File: src/rtl/polar_pkg.sv
// Shared op codes for the SCAN PE and the scheduler FSM state encoding.
package polar_pkg;

  localparam logic [3:0] TYPE1FUN  = 4'b0000;
  localparam logic [3:0] TYPE2FUN  = 4'b0001;
  localparam logic [3:0] BOTTOMFUN = 4'b0010;
  localparam logic [3:0] TYPE3FUN  = 4'b0011;

  typedef enum logic [2:0] {
    ST_IDLE   = 3'd0,
    ST_DOWN   = 3'd1,
    ST_BOTTOM = 3'd2,
    ST_UP     = 3'd3,
    ST_DONE   = 3'd4
  } state_t;

endpackage

File: src/rtl/polar_ctz.sv
// Combinational count-trailing-zeros; an all-zero input returns W.
module polar_ctz #(
  parameter int W  = 6,
  parameter int CW = $clog2(W + 1)
) (
  input  logic [W-1:0]  i_x,
  output logic [CW-1:0] o_cnt
);

  logic [CW-1:0] w_cnt;
  logic          w_found;

  // Lowest set bit wins.
  always_comb begin
    w_cnt   = CW'(W);
    w_found = 1'b0;
    for (int i = 0; i < W; i++) begin
      if (!w_found && i_x[i]) begin
        w_cnt   = CW'(i);
        w_found = 1'b1;
      end else begin
        w_found = w_found;
      end
    end
  end

  assign o_cnt = w_cnt;

endmodule

File: src/rtl/scan_pe_scheduler.sv
// SCAN polar-decoder PE sequencer: walks the factor graph one leaf pair per phase,
// issuing one registered op per non-held cycle and a one-cycle-delayed write-back copy.
module scan_pe_scheduler
  import polar_pkg::*;
#(
  parameter int N    = 128,
  parameter int ITER = 2,
  localparam int M   = $clog2(N) - 1,
  localparam int SW  = $clog2(M + 1),
  localparam int PW  = $clog2(N) - 1,
  localparam int IW  = $clog2(ITER + 1)
) (
  input  logic          clk,
  input  logic          rst,
  input  logic          start,
  input  logic [N-1:0]  info_mask,
  input  logic          hold,
  output logic          busy,
  output logic          done,
  output logic          op_valid,
  output logic [3:0]    op_type,
  output logic [SW-1:0] op_stage,
  output logic [PW-1:0] op_phase,
  output logic [IW-1:0] op_iter,
  output logic          pe_type1,
  output logic          pe_type2,
  output logic          wb_valid,
  output logic [3:0]    wb_type,
  output logic [SW-1:0] wb_stage,
  output logic [PW-1:0] wb_phase
);

  state_t        r_state;
  logic [SW-1:0] r_k;
  logic [PW-1:0] r_p;
  logic [IW-1:0] r_iter;
  logic [N-1:0]  r_mask;

  logic          r_busy, r_done, r_op_valid, r_pe1, r_pe2, r_wb_valid;
  logic [3:0]    r_op_type, r_wb_type;
  logic [SW-1:0] r_op_stage, r_wb_stage;
  logic [PW-1:0] r_op_phase, r_wb_phase;
  logic [IW-1:0] r_op_iter;

  logic [PW-1:0] w_p_inc;
  logic [SW-1:0] w_ctz;
  logic [PW:0]   w_p_ext;
  logic          w_p_last, w_iter_last;
  state_t        w_nx_state;
  logic [SW-1:0] w_nx_k;
  logic [PW-1:0] w_nx_p;
  logic [IW-1:0] w_nx_iter;

  assign w_p_inc     = r_p + PW'(1);
  assign w_p_ext     = {1'b0, r_p};
  assign w_p_last    = (r_p == PW'(N / 2 - 1));
  assign w_iter_last = (r_iter == IW'(ITER - 1));

  polar_ctz #(.W(PW), .CW(SW)) u_ctz (
    .i_x   (w_p_inc),
    .o_cnt (w_ctz)
  );

  // Phase advance taken after the last op of a leaf pair (BOTTOM or final UP).
  always_comb begin
    w_nx_state = ST_DONE;
    w_nx_k     = r_k;
    w_nx_p     = r_p;
    w_nx_iter  = r_iter;
    if (!w_p_last) begin
      w_nx_state = ST_DOWN;
      w_nx_p     = w_p_inc;
      w_nx_k     = w_ctz + SW'(1);
    end else if (!w_iter_last) begin
      w_nx_state = ST_DOWN;
      w_nx_p     = {PW{1'b0}};
      w_nx_k     = SW'(M);
      w_nx_iter  = r_iter + IW'(1);
    end else begin
      w_nx_state = ST_DONE;
    end
  end

  // Sequencing FSM with registered op outputs and the write-back stage.
  always_ff @(posedge clk) begin
    if (rst) begin
      r_state    <= ST_IDLE;
      r_k        <= {SW{1'b0}};
      r_p        <= {PW{1'b0}};
      r_iter     <= {IW{1'b0}};
      r_mask     <= {N{1'b0}};
      r_busy     <= 1'b0;
      r_done     <= 1'b0;
      r_op_valid <= 1'b0;
      r_op_type  <= 4'b0000;
      r_op_stage <= {SW{1'b0}};
      r_op_phase <= {PW{1'b0}};
      r_op_iter  <= {IW{1'b0}};
      r_pe1      <= 1'b0;
      r_pe2      <= 1'b0;
      r_wb_valid <= 1'b0;
      r_wb_type  <= 4'b0000;
      r_wb_stage <= {SW{1'b0}};
      r_wb_phase <= {PW{1'b0}};
    end else begin
      r_op_valid <= 1'b0;
      r_op_type  <= 4'b0000;
      r_op_stage <= {SW{1'b0}};
      r_pe1      <= 1'b0;
      r_pe2      <= 1'b0;
      r_done     <= 1'b0;
      r_wb_valid <= r_op_valid;
      r_wb_type  <= r_op_type;
      r_wb_stage <= r_op_stage;
      r_wb_phase <= r_op_phase;
      case (r_state)
        ST_IDLE: begin
          r_busy <= start;
          if (start) begin
            r_mask  <= info_mask;
            r_p     <= {PW{1'b0}};
            r_iter  <= {IW{1'b0}};
            r_k     <= SW'(M);
            r_state <= ST_DOWN;
          end else begin
            r_state <= ST_IDLE;
          end
        end
        ST_DOWN: begin
          if (!hold) begin
            r_op_valid <= 1'b1;
            r_op_type  <= w_p_ext[r_k - SW'(1)] ? TYPE2FUN : TYPE1FUN;
            r_op_stage <= r_k;
            r_op_phase <= r_p;
            r_op_iter  <= r_iter;
            if (r_k == SW'(1)) begin
              r_state <= ST_BOTTOM;
            end else begin
              r_k <= r_k - SW'(1);
            end
          end else begin
            r_state <= r_state;
          end
        end
        ST_BOTTOM: begin
          if (!hold) begin
            r_op_valid <= 1'b1;
            r_op_type  <= BOTTOMFUN;
            r_op_phase <= r_p;
            r_op_iter  <= r_iter;
            r_pe1      <= r_mask[{r_p, 1'b0}];
            r_pe2      <= r_mask[{r_p, 1'b1}];
            if (r_p[0]) begin
              r_k     <= SW'(1);
              r_state <= ST_UP;
            end else begin
              r_state <= w_nx_state;
              r_k     <= w_nx_k;
              r_p     <= w_nx_p;
              r_iter  <= w_nx_iter;
            end
          end else begin
            r_state <= r_state;
          end
        end
        ST_UP: begin
          if (!hold) begin
            r_op_valid <= 1'b1;
            r_op_type  <= TYPE3FUN;
            r_op_stage <= r_k;
            r_op_phase <= r_p;
            r_op_iter  <= r_iter;
            // Climb while the current stage's partner subtree is also complete.
            if ((r_k < SW'(M)) && w_p_ext[r_k]) begin
              r_k <= r_k + SW'(1);
            end else begin
              r_state <= w_nx_state;
              r_k     <= w_nx_k;
              r_p     <= w_nx_p;
              r_iter  <= w_nx_iter;
            end
          end else begin
            r_state <= r_state;
          end
        end
        ST_DONE: begin
          r_done  <= 1'b1;
          r_state <= ST_IDLE;
        end
        default: begin
          r_state <= ST_IDLE;
        end
      endcase
    end
  end

  assign busy     = r_busy;
  assign done     = r_done;
  assign op_valid = r_op_valid;
  assign op_type  = r_op_type;
  assign op_stage = r_op_stage;
  assign op_phase = r_op_phase;
  assign op_iter  = r_op_iter;
  assign pe_type1 = r_pe1;
  assign pe_type2 = r_pe2;
  assign wb_valid = r_wb_valid;
  assign wb_type  = r_wb_type;
  assign wb_stage = r_wb_stage;
  assign wb_phase = r_wb_phase;

endmodule
File: config.mk
export PLATFORM = sky130hd
export DESIGN_NAME = scan_pe_scheduler
export DESIGN_NICKNAME = d
export VERILOG_FILES = /design/src/rtl/polar_pkg.sv /design/src/rtl/polar_ctz.sv /design/src/rtl/scan_pe_scheduler.sv
export SDC_FILE = /design/constraint.sdc
export NUM_CORES = 1
export LEC_CHECK = 0
export ABC_AREA = 1
export CAP_MARGIN = 20
export CORE_UTILIZATION = 68
export CTS_CLUSTER_SIZE = 16
export DETAILED_ROUTE_END_ITERATION = 8
export DONT_BUFFER_PORTS = 1
export PLACE_DENSITY = 0.86
export SKIP_CTS_REPAIR_TIMING = 1
export SLEW_MARGIN = 10
export SYNTH_ARGS = -nofsm -noshare
export SYNTH_HDL_FRONTEND = slang
export SYNTH_SLANG_ARGS = --single-unit
File: constraint.sdc
create_clock -name clk -period 4.9 [get_ports clk]
set_input_delay 0.98 -clock clk [delete_from_list [all_inputs] [get_ports clk]]
set_output_delay 0.98 -clock clk [all_outputs]
set_load 0.005 [all_outputs]
# == Word-level counts from Yosys, hierarchy flattened ==
# Cells that the tools add are included.
# word_totals
inputBits,132
output_inout_bits,34
ff_bits,176
word_cells,135
# op_classes
mux,62
eq_ne,15
reduce_logical,25
n_bitwise,4
n_addsub,5
n_lt_le_gt_ge,5
# ops
cell,count
2-to-1 mux 3 bit,23
2-to-1 mux 6 bit,7
one-hot mux 3 bit (4 select lines),2
2-to-1 mux 2 bit,9
one-hot mux 6 bit (3 select lines),1
"< comparator 7 x 8 -> 1 bit, second input constant",2
"!= test 2 bit, second input constant",8
2-to-1 mux 1 bit,14
binary-select mux 1 bit (select 6 bit),2
one-hot mux 2 bit (3 select lines),2
AND reduction 6 bit,2
AND reduction 5 bit,2
OR reduction 3 bit,3
"< comparator 3 x 4 -> 1 bit, second input constant",2
"adder 3 x 1 -> 3 bit, second input constant",2
"adder 6 x 1 -> 6 bit, second input constant",1
binary-select mux 1 bit (select 3 bit),2
"== test 3 x 1 -> 1 bit, second input constant",2
"== test 3 x 2 -> 1 bit, second input constant",2
"== test 6 bit, second input constant",1
logical AND 1 bit,6
zero test 1 bit,5
NOT 1 bit,4
AND reduction 2 bit,2
other kinds (9),10

# == Logic depth before layout (Yosys ltp) ==
# Gate-level depths: netlist of run 1.
# logic_depth
word_depth,22
mapped_depth,13
mapped_depth_nobuf,13

# == Modules after synthesis ==
# A second synthesis of run 1 with hierarchy kept.
# hier_totals
hier_cells,1156
area_unflattened_um2,7980.2
# by_module_without_submodules
module,cells_each,instances,seq_area_each_um2,area_per_inst_um2
scan_pe_scheduler,1140,1,3443.3,7893.8
polar_ctz,16,1,0.0,86.3

# == Worst setup path after synthesis of run 1 ==
# Ideal clock, no wire load.
# synth_path
path_kind,input -> register
from,input port rst
to,register r_mask[111]
path_stages,4
arrival_ns,1.785
path_buffers,3
slack_ns,2.983
setup_time_ns,0.132
required_ns,4.768
path_cell_list,clkbuf_1 > clkbuf_1 > clkbuf_1 > a21oi_1
# synth_lines
item,line_no,text
"start, declared",scan_pe_scheduler.sv:14,"input logic rst,"
"end signal, assigned",scan_pe_scheduler.sv:91,r_mask <= {N{1'b0}};
"end signal, assigned",scan_pe_scheduler.sv:120,r_mask <= info_mask;
"end, declared",scan_pe_scheduler.sv:37,logic [N-1:0] r_mask;
# No word-level cell between the ends.

# == Final worst setup path of run 1 ==
# layout_path
from,register r_p[0]
to,register r_k[1]
# layout_between
elab_chain_cells,22
elab_cells_between_ends,33
classes_between,2 x add/sub; 1 x eq/ne; 19 x mux; 11 x reduce/logical
# layout_rtl
item,line_no,text
"start, declared",scan_pe_scheduler.sv:35,logic [PW-1:0] r_p;
"start signal, assigned",scan_pe_scheduler.sv:89,r_p <= {PW{1'b0}};
"start signal, assigned",scan_pe_scheduler.sv:121,r_p <= {PW{1'b0}};
"start signal, assigned",scan_pe_scheduler.sv:159,r_p <= w_nx_p;
adder 6 x 1 -> 6 bit,scan_pe_scheduler.sv:54,assign w_p_inc = r_p + PW'(1);
2-to-1 mux 1 bit,polar_ctz.sv:18,if (!w_found && i_x[i]) begin
zero test 1 bit,polar_ctz.sv:18,
logical AND 1 bit,polar_ctz.sv:18,
2-to-1 mux 1 bit,polar_ctz.sv:18,
zero test 1 bit,polar_ctz.sv:18,
logical AND 1 bit,polar_ctz.sv:18,
2-to-1 mux 1 bit,polar_ctz.sv:18,
(+6 left out),-,
zero test 1 bit,polar_ctz.sv:18,
logical AND 1 bit,polar_ctz.sv:18,
2-to-1 mux 3 bit,polar_ctz.sv:18,
adder 3 x 1 -> 3 bit,scan_pe_scheduler.sv:73,w_nx_k = w_ctz + SW'(1);
2-to-1 mux 3 bit,scan_pe_scheduler.sv:70,if (!w_p_last) begin
"2-to-1 mux 3 bit, on equally long branches","scan_pe_scheduler.sv:174, scan_pe_scheduler.sv:153",
"2-to-1 mux 3 bit, on equally long branches","scan_pe_scheduler.sv:167, scan_pe_scheduler.sv:146",
one-hot mux 3 bit (4 select lines) *,scan_pe_scheduler.sv:116,case (r_state)
"end signal, assigned",scan_pe_scheduler.sv:123,r_k <= SW'(M);
"end signal, assigned",scan_pe_scheduler.sv:175,r_k <= r_k + SW'(1);
"end signal, assigned",scan_pe_scheduler.sv:178,r_k <= w_nx_k;
"end, declared",scan_pe_scheduler.sv:34,logic [SW-1:0] r_k;
# Every way passes the cells marked *; elsewhere a longest branch is shown, timed or not. The select of a mux whose other input is x is not followed.
# A chain may end at the register's enable or synchronous reset.

==> flow_metrics.tcl, run 1 <==
set metrics [dict create \
    mappedNetlistArea_um2 7710 \
    critPathCaptureType "flip-flop" \
    fmaxAchievable_mhz 367 \
    total_power_density_per_cell_area_nw_per_um2 579 \
    postSynthRegisterBits 172 \
    gp_congestion 0.914 \
    crit_path_cell_trace "buf_4, nand3_1, nand2_1, nand3_1, nor2_1, nand2_1, and3_1, ha_1, o221ai_1, nand3_1, nand2_1, inv_1" \
    n_fill_cell 887 \
    synth_warnings 0 \
    holdCritStartpoint "op_type[0]" \
    hold_path.class "reg2reg" \
    grt_usage_pct 33.6 \
    drive_gt1_share_pct 5.82 \
    grt_pass1_wl_mm 30.4 \
    synthFlopType "sky130_fd_sc_hd__dfxtp_1" \
    drt_first_pass_iters 6 \
    largest_net_degree_at_the_start_of_global_routing 111 \
    coreArea_um2 10900 \
    final-setup-viol-count 0 \
    tritoncts_num_sinks 172 \
    timing.max_slew.rel_slack_pct 36.1 \
    skew_ps 4.94 \
    finalCoreUtilization_pct 75.0 \
    chipHeight_um 109 \
    cp-start-kind "flip-flop" \
    vdd_ir_drop_max_uv 401 \
    most-common-layout-cells "sky130_fd_sc_hd__a21oi_1 (189), sky130_fd_sc_hd__dfxtp_1 (170), sky130_fd_sc_hd__nand3_1 (126)" \
    drt_first_iter_violations 693 \
    drt-total-wl_mm 19.3 \
    cts.path.max_buffers 2 \
    rsz_0062_raised_after_global_routing "false" \
    layout_worst_path_cycle_share_pct 55.5 \
    postSynth.asyncResetShare_pct 0 \
    layout_min_cycle_time_ps 2720 \
    hold_ws_ps 443 \
    wl_per_cell_um 16.7 \
    synth_enable_flop_cells 0 \
    core.rowCount 38 \
    ant_nets 0 \
    drv_cap 0 \
    antenna_violations_before_repair 0 \
    avgViaCountPerCell 6.04 \
    antennaDiodeCount 0 \
    num-nets-final 1141 \
    clk_latency_ps 430 \
    cts_htree_levels 4 \
    synth_sequential_area_ratio_pct 44.6 \
    cts-root-buf "sky130_fd_sc_hd__clkbuf_16" \
    report.power.total_uw 4740 \
    cts_tree "built" \
    critical_path_data_arrival_time_ps 3060 \
    postSynthCellCount 1056 \
    max_stage_delay_ps 620 \
    synth.avg_cell_area_um2 7.30 \
    crit-reg2reg-launch "r_p[0]" \
    cts_buffers 17 \
    required_time_at_the_worst_slack_endpoint_ps 5240 \
    fin_tns_setup_ps 0 \
    mostFrequentLayoutCell "sky130_fd_sc_hd__a21oi_1" \
    place.detailed.hpwl_mm 12.4 \
    critical_path.slowest_cell "sky130_fd_sc_hd__dfxtp_2" \
    critPathKind "reg2reg" \
    leakagePower_uw 0.00311 \
    ys_types 35 \
    port_buffers 0 \
    ioPinCount 166 \
    vias 6963 \
    result_of_the_run "finished, final reports clean" \
    drcViolationCount 0 \
    critical_path_peak_fanout 49 \
    area_growth_pct 6.29 \
    grt_pass1_vias 6245 \
    startpoint "r_p[0]" \
    grt_remaining_overflow 0 \
    initial_utilization_pct 70.5 \
    final_max_slew_viol_count 0 \
    tightest_slew_ps 959 \
    clock_transition_at_the_registers_of_the_reported_paths_ps 60 \
    design.die.area_um2 11800 \
    worstRegToRegCells 12 \
    hold_depth 2 \
    final_hold_viol_count 0 \
    chipWidth_um 109 \
]
sequential cells by signal, summed over array words and instances (netlist names), 2 cells and up:
register  cells
r_mask      128
op_stage      3
wb_stage      3
op_phase      6
wb_type       2
r_state       3
op_iter       2
r_iter        2
r_p           6
r_k           3
wb_phase      6
op_type       2
layer usage:
metal / wire, um / GRT usage, %
met5: 0 / 0
met4: 413 / 12.7
met2: 9050 / 52.7
met3: 1700 / 8.92
met1: 8120 / 44.2
logic make-up (layout without fill, tap and decap cells):
group | after synthesis | count (layout) | share of synthesized area (%)
compound gates | 354 | 354 | 24.8
xor+xnor | 2 | 2 | 0.227
fa+ha+maj | 9 | 9 | 1.46
buf+inv | 210 | 164 | 11.1
flops | 172 | 172 | 44.6
other cells | 1 | 4 | 0.0486
simple gates | 308 | 308 | 17.8
worst max-delay path, delay by kind of cell, from the launching register on:
kind	cells	cell delay, ps
AO/OA/AOI/OAI	1	170
buffers and inverters	2	530
flip-flops	1	620
adder cells (fa/ha/maj)	1	280
AND/OR/NAND/NOR	8	980
Yosys cell counts, types with 8 or more instances:
cell | count | area, um^2
sky130_fd_sc_hd__ha_1 | 9 | 113
sky130_fd_sc_hd__buf_4 | 8 | 60.1
sky130_fd_sc_hd__nor2_1 | 39 | 146
sky130_fd_sc_hd__o21ai_0 | 118 | 591
sky130_fd_sc_hd__nand3_1 | 126 | 631
sky130_fd_sc_hd__o2111ai_1 | 26 | 228
sky130_fd_sc_hd__buf_2 | 28 | 140
sky130_fd_sc_hd__a21oi_1 | 189 | 946
sky130_fd_sc_hd__inv_2 | 8 | 30.0
sky130_fd_sc_hd__dfxtp_1 | 172 | 3440
sky130_fd_sc_hd__nand2_1 | 123 | 462
sky130_fd_sc_hd__clkbuf_1 | 45 | 169
sky130_fd_sc_hd__inv_1 | 115 | 432
final cells by class:
| class | instances | area (um^2) | share of cell area [%] |
|---|---|---|---|
| Sequential cell | 172 | 3450 | 42.0 |
| Multi-Input combinational cell | 677 | 3440 | 42.0 |
| Inverter | 125 | 469 | 5.72 |
| Clock buffer | 23 | 468 | 5.71 |
| Tap cell | 140 | 175 | 2.14 |
| Clock inverter | 9 | 135 | 1.65 |
| Timing Repair Buffer | 7 | 65.1 | 0.794 |
power breakdown:
group / switching [uW] / internal (uW) / leakage (uW)
Clock: 550 / 831 / 0.000284
Sequential: 182 / 1700 / 0.00141
Combinational: 1030 / 453 / 0.00141
Total: 1760 / 2980 / 0.00311
per-stage QoR:
stage,worst slack [ps],std cells,area (um^2)
2_1_floorplan,2980,1059,7720
3_3_place_gp,2330,1121,7600
3_5_place_dp,2250,1121,7600
4_1_cts,2230,1153,8200
5_1_grt,2010,1153,8200
6_report,2180,1153,8200
final timing paths:
path / endpoint / slack [ps]
worst max-delay path: r_k[1] / 2180
worst min-delay path: wb_type[0] / 440
worst max register to register: r_k[1] / 2180
worst min register to register: wb_type[0] / 440
(Power assumes the default switching activity.)
==> run 2, diff against run 1 <==
--- a/config.mk
+++ b/config.mk
@@ -7,11 +7,11 @@
 export LEC_CHECK = 0
 export ABC_AREA = 1
 export CAP_MARGIN = 20
-export CORE_UTILIZATION = 68
+export CORE_UTILIZATION = 57
 export CTS_CLUSTER_SIZE = 16
 export DETAILED_ROUTE_END_ITERATION = 8
 export DONT_BUFFER_PORTS = 1
-export PLACE_DENSITY = 0.86
+export PLACE_DENSITY = 0.77
 export SKIP_CTS_REPAIR_TIMING = 1
 export SLEW_MARGIN = 10
 export SYNTH_ARGS = -nofsm -noshare
==> constraint.sdc (replaced) <==
create_clock -name clk -period 2.45 [get_ports clk]
set_input_delay 0.49 -clock clk [delete_from_list [all_inputs] [get_ports clk]]
set_output_delay 0.49 -clock clk [all_outputs]
set_load 0.005 [all_outputs]
==> run 2 against run 1 <==
Compared with the run above: final cell count rose by 4.3%; first-iteration DRC count down 21%; clock skew grew 3.3 ps; largest cell class unchanged.
==> flow_metrics.tcl, run 2 (synthesized netlist as in run 1, its figures left out) <==
set metrics [dict create \
    hold_path.class "in2reg" \
    chipHeight_um 118 \
    cts.path.max_buffers 2 \
    critPathCaptureType "flip-flop" \
    fin_ws_ps 340 \
    cts-root-buf "sky130_fd_sc_hd__clkbuf_16" \
    place.detailed.hpwl_mm 13.9 \
    cts_buffers 17 \
    fin_tns_setup_ps 0 \
    final-setup-viol-count 0 \
    antenna_violations_before_repair 0 \
    grt_pass1_vias 6374 \
    num-nets-final 1155 \
    grt_util_met2_pct 46.2 \
    vias 7013 \
    core.rowCount 42 \
    critPathKind "reg2reg" \
    most-common-layout-cells "sky130_fd_sc_hd__a21oi_1 (189), sky130_fd_sc_hd__dfxtp_1 (170), sky130_fd_sc_hd__nand3_1 (126)" \
    cts_tree "built" \
    flip_flop_count_of_the_largest_register_all_copies_and_words_added 128 \
    ant_nets 0 \
    largest-register "r_mask" \
    p_switching_uw 3620 \
    gp_congestion 0.917 \
    wl_per_cell_um 16.9 \
    required_time_at_the_worst_slack_endpoint_ps 2780 \
    drcViolationCount 0 \
    avgViaCountPerCell 5.83 \
    switching_part_of_the_total_power_pct 38.7 \
    power.clock.fraction_pct 26.7 \
    total_power_density_per_cell_area_nw_per_um2 1130 \
    p_int_uw 5730 \
    grt_busiest_layer "met2" \
    n_fill_cell 1280 \
    result_of_the_run "finished, final reports clean" \
    placedCellCount 1171 \
    design.die.area_um2 14000 \
    drt_first_iter_violations 546 \
    drt-total-wl_mm 20.4 \
    vdd_ir_drop_max_uv 557 \
    layout_worst_path_cycle_share_pct 86.1 \
    mostFrequentLayoutCell "sky130_fd_sc_hd__a21oi_1" \
    timing.max_slew.rel_slack_pct 54.0 \
    leakagePower_uw 0.00317 \
    final_hold_viol_count 0 \
    skew_ps 8.26 \
    layout_min_cycle_time_ps 2110 \
    area_growth_pct 7.66 \
    pwr-share-seq_pct 39.6 \
    rsz_0062_raised_after_global_routing "false" \
    largest_net_degree_at_the_start_of_global_routing 88 \
    clock_transition_at_the_registers_of_the_reported_paths_ps 70 \
    fmaxAchievable_mhz 474 \
    combPwrFrac_pct 33.8 \
    drv_cap 0 \
    drt_first_pass_iters 5 \
    port_buffers 0 \
    grt_usage_pct 29.6 \
    initial_utilization_pct 58.2 \
    chipWidth_um 118 \
    critical_path_data_arrival_time_ps 2440 \
    startpoint "r_p[1]" \
    tightest_slew_ps 690 \
    final-instance-count-excl-fill 1203 \
    critical_path_peak_fanout 8 \
    hold_depth 1 \
    grt_pass1_wl_mm 32.5 \
    ioPinCount 166 \
    cp-start-kind "flip-flop" \
    antennaDiodeCount 0 \
    drive_gt1_share_pct 7.40 \
    grt_remaining_overflow 0 \
    coreArea_um2 13200 \
    crit-reg2reg-launch "r_p[1]" \
    post-place-ws_ps 370 \
    met3_usage_pct 5.94 \
    cts_htree_levels 4 \
    clk_latency_ps 430 \
    use_met1_pct 40.9 \
    tritoncts_num_sinks 172 \
    holdCritStartpoint "rst" \
    final_max_slew_viol_count 0 \
    worstRegToRegCells 11 \
]
[run 2: cell types whose count changed in the layout (fill, tap and decap cells not counted), sizes merged]
cell	delta
clkinvlp	-1
buf	+14
bufinv	-3
clkinv	+3
clkbuf	-2
inv	+3
[run 2: critical path: stages (launching register included)]
cell                       delay (ps)
sky130_fd_sc_hd__dfxtp_2          430
sky130_fd_sc_hd__ha_1             240
sky130_fd_sc_hd__ha_1             210
sky130_fd_sc_hd__nand3_1          140
sky130_fd_sc_hd__nor2_1           110
sky130_fd_sc_hd__nand2_1           80
sky130_fd_sc_hd__and3_1           160
sky130_fd_sc_hd__ha_1             290
sky130_fd_sc_hd__o221ai_1         160
sky130_fd_sc_hd__nand3_1           90
sky130_fd_sc_hd__nand2_1           60
sky130_fd_sc_hd__inv_1             30
[run 2: path summary, 6_finish.rpt]
check	endpoint	slack, ps
worst max-delay path	r_k[1]	340
worst min-delay path	wb_phase[5]	140
worst max register to register	r_k[1]	340
worst min register to register	wb_type[1]	430
[run 2: routing by layer]
layer	wire length, um	part of all wire [%]
met1	9070	45
met2	9640	47
met3	1400	6.9
met4	250	1.2
met5	0	0
[run 2: stage by stage]
stage | util (%) | cell area (um^2) | power, uW | hold slack (ps)
3_5_place_dp | 58.6 | 7760 | 6870 | 434
2_1_floorplan | - | 7720 | 6150 | 420
3_3_place_gp | 58.6 | 7760 | 6810 | 429
5_1_grt | 62.7 | 8300 | 9970 | 115
4_1_cts | 62.7 | 8300 | 9370 | 114
6_report | 62.7 | 8300 | 9350 | 138
[run 2: power by group through the flow]
| stage | clock [uW] | combinational, uW | sequential, uW |
|---|---|---|---|
| floorplan | 0 | 2500 | 3650 |
| global placement | 0 | 3080 | 3730 |
| detailed placement | 0 | 3130 | 3740 |
| CTS | 2530 | 3150 | 3690 |
| global route | 2650 | 3560 | 3750 |
| finish | 2490 | 3160 | 3700 |
[run 2: final cells by class]
cell class	count	area, um^2	share of cell area [%]
sequential	172	3450	41.5
multi-input combinational	677	3440	41.4
inverter	125	469	5.65
clock buffer	21	460	5.54
tap	176	220	2.65
timing repair buffer	21	183	2.20
clock inverter	11	85.1	1.02
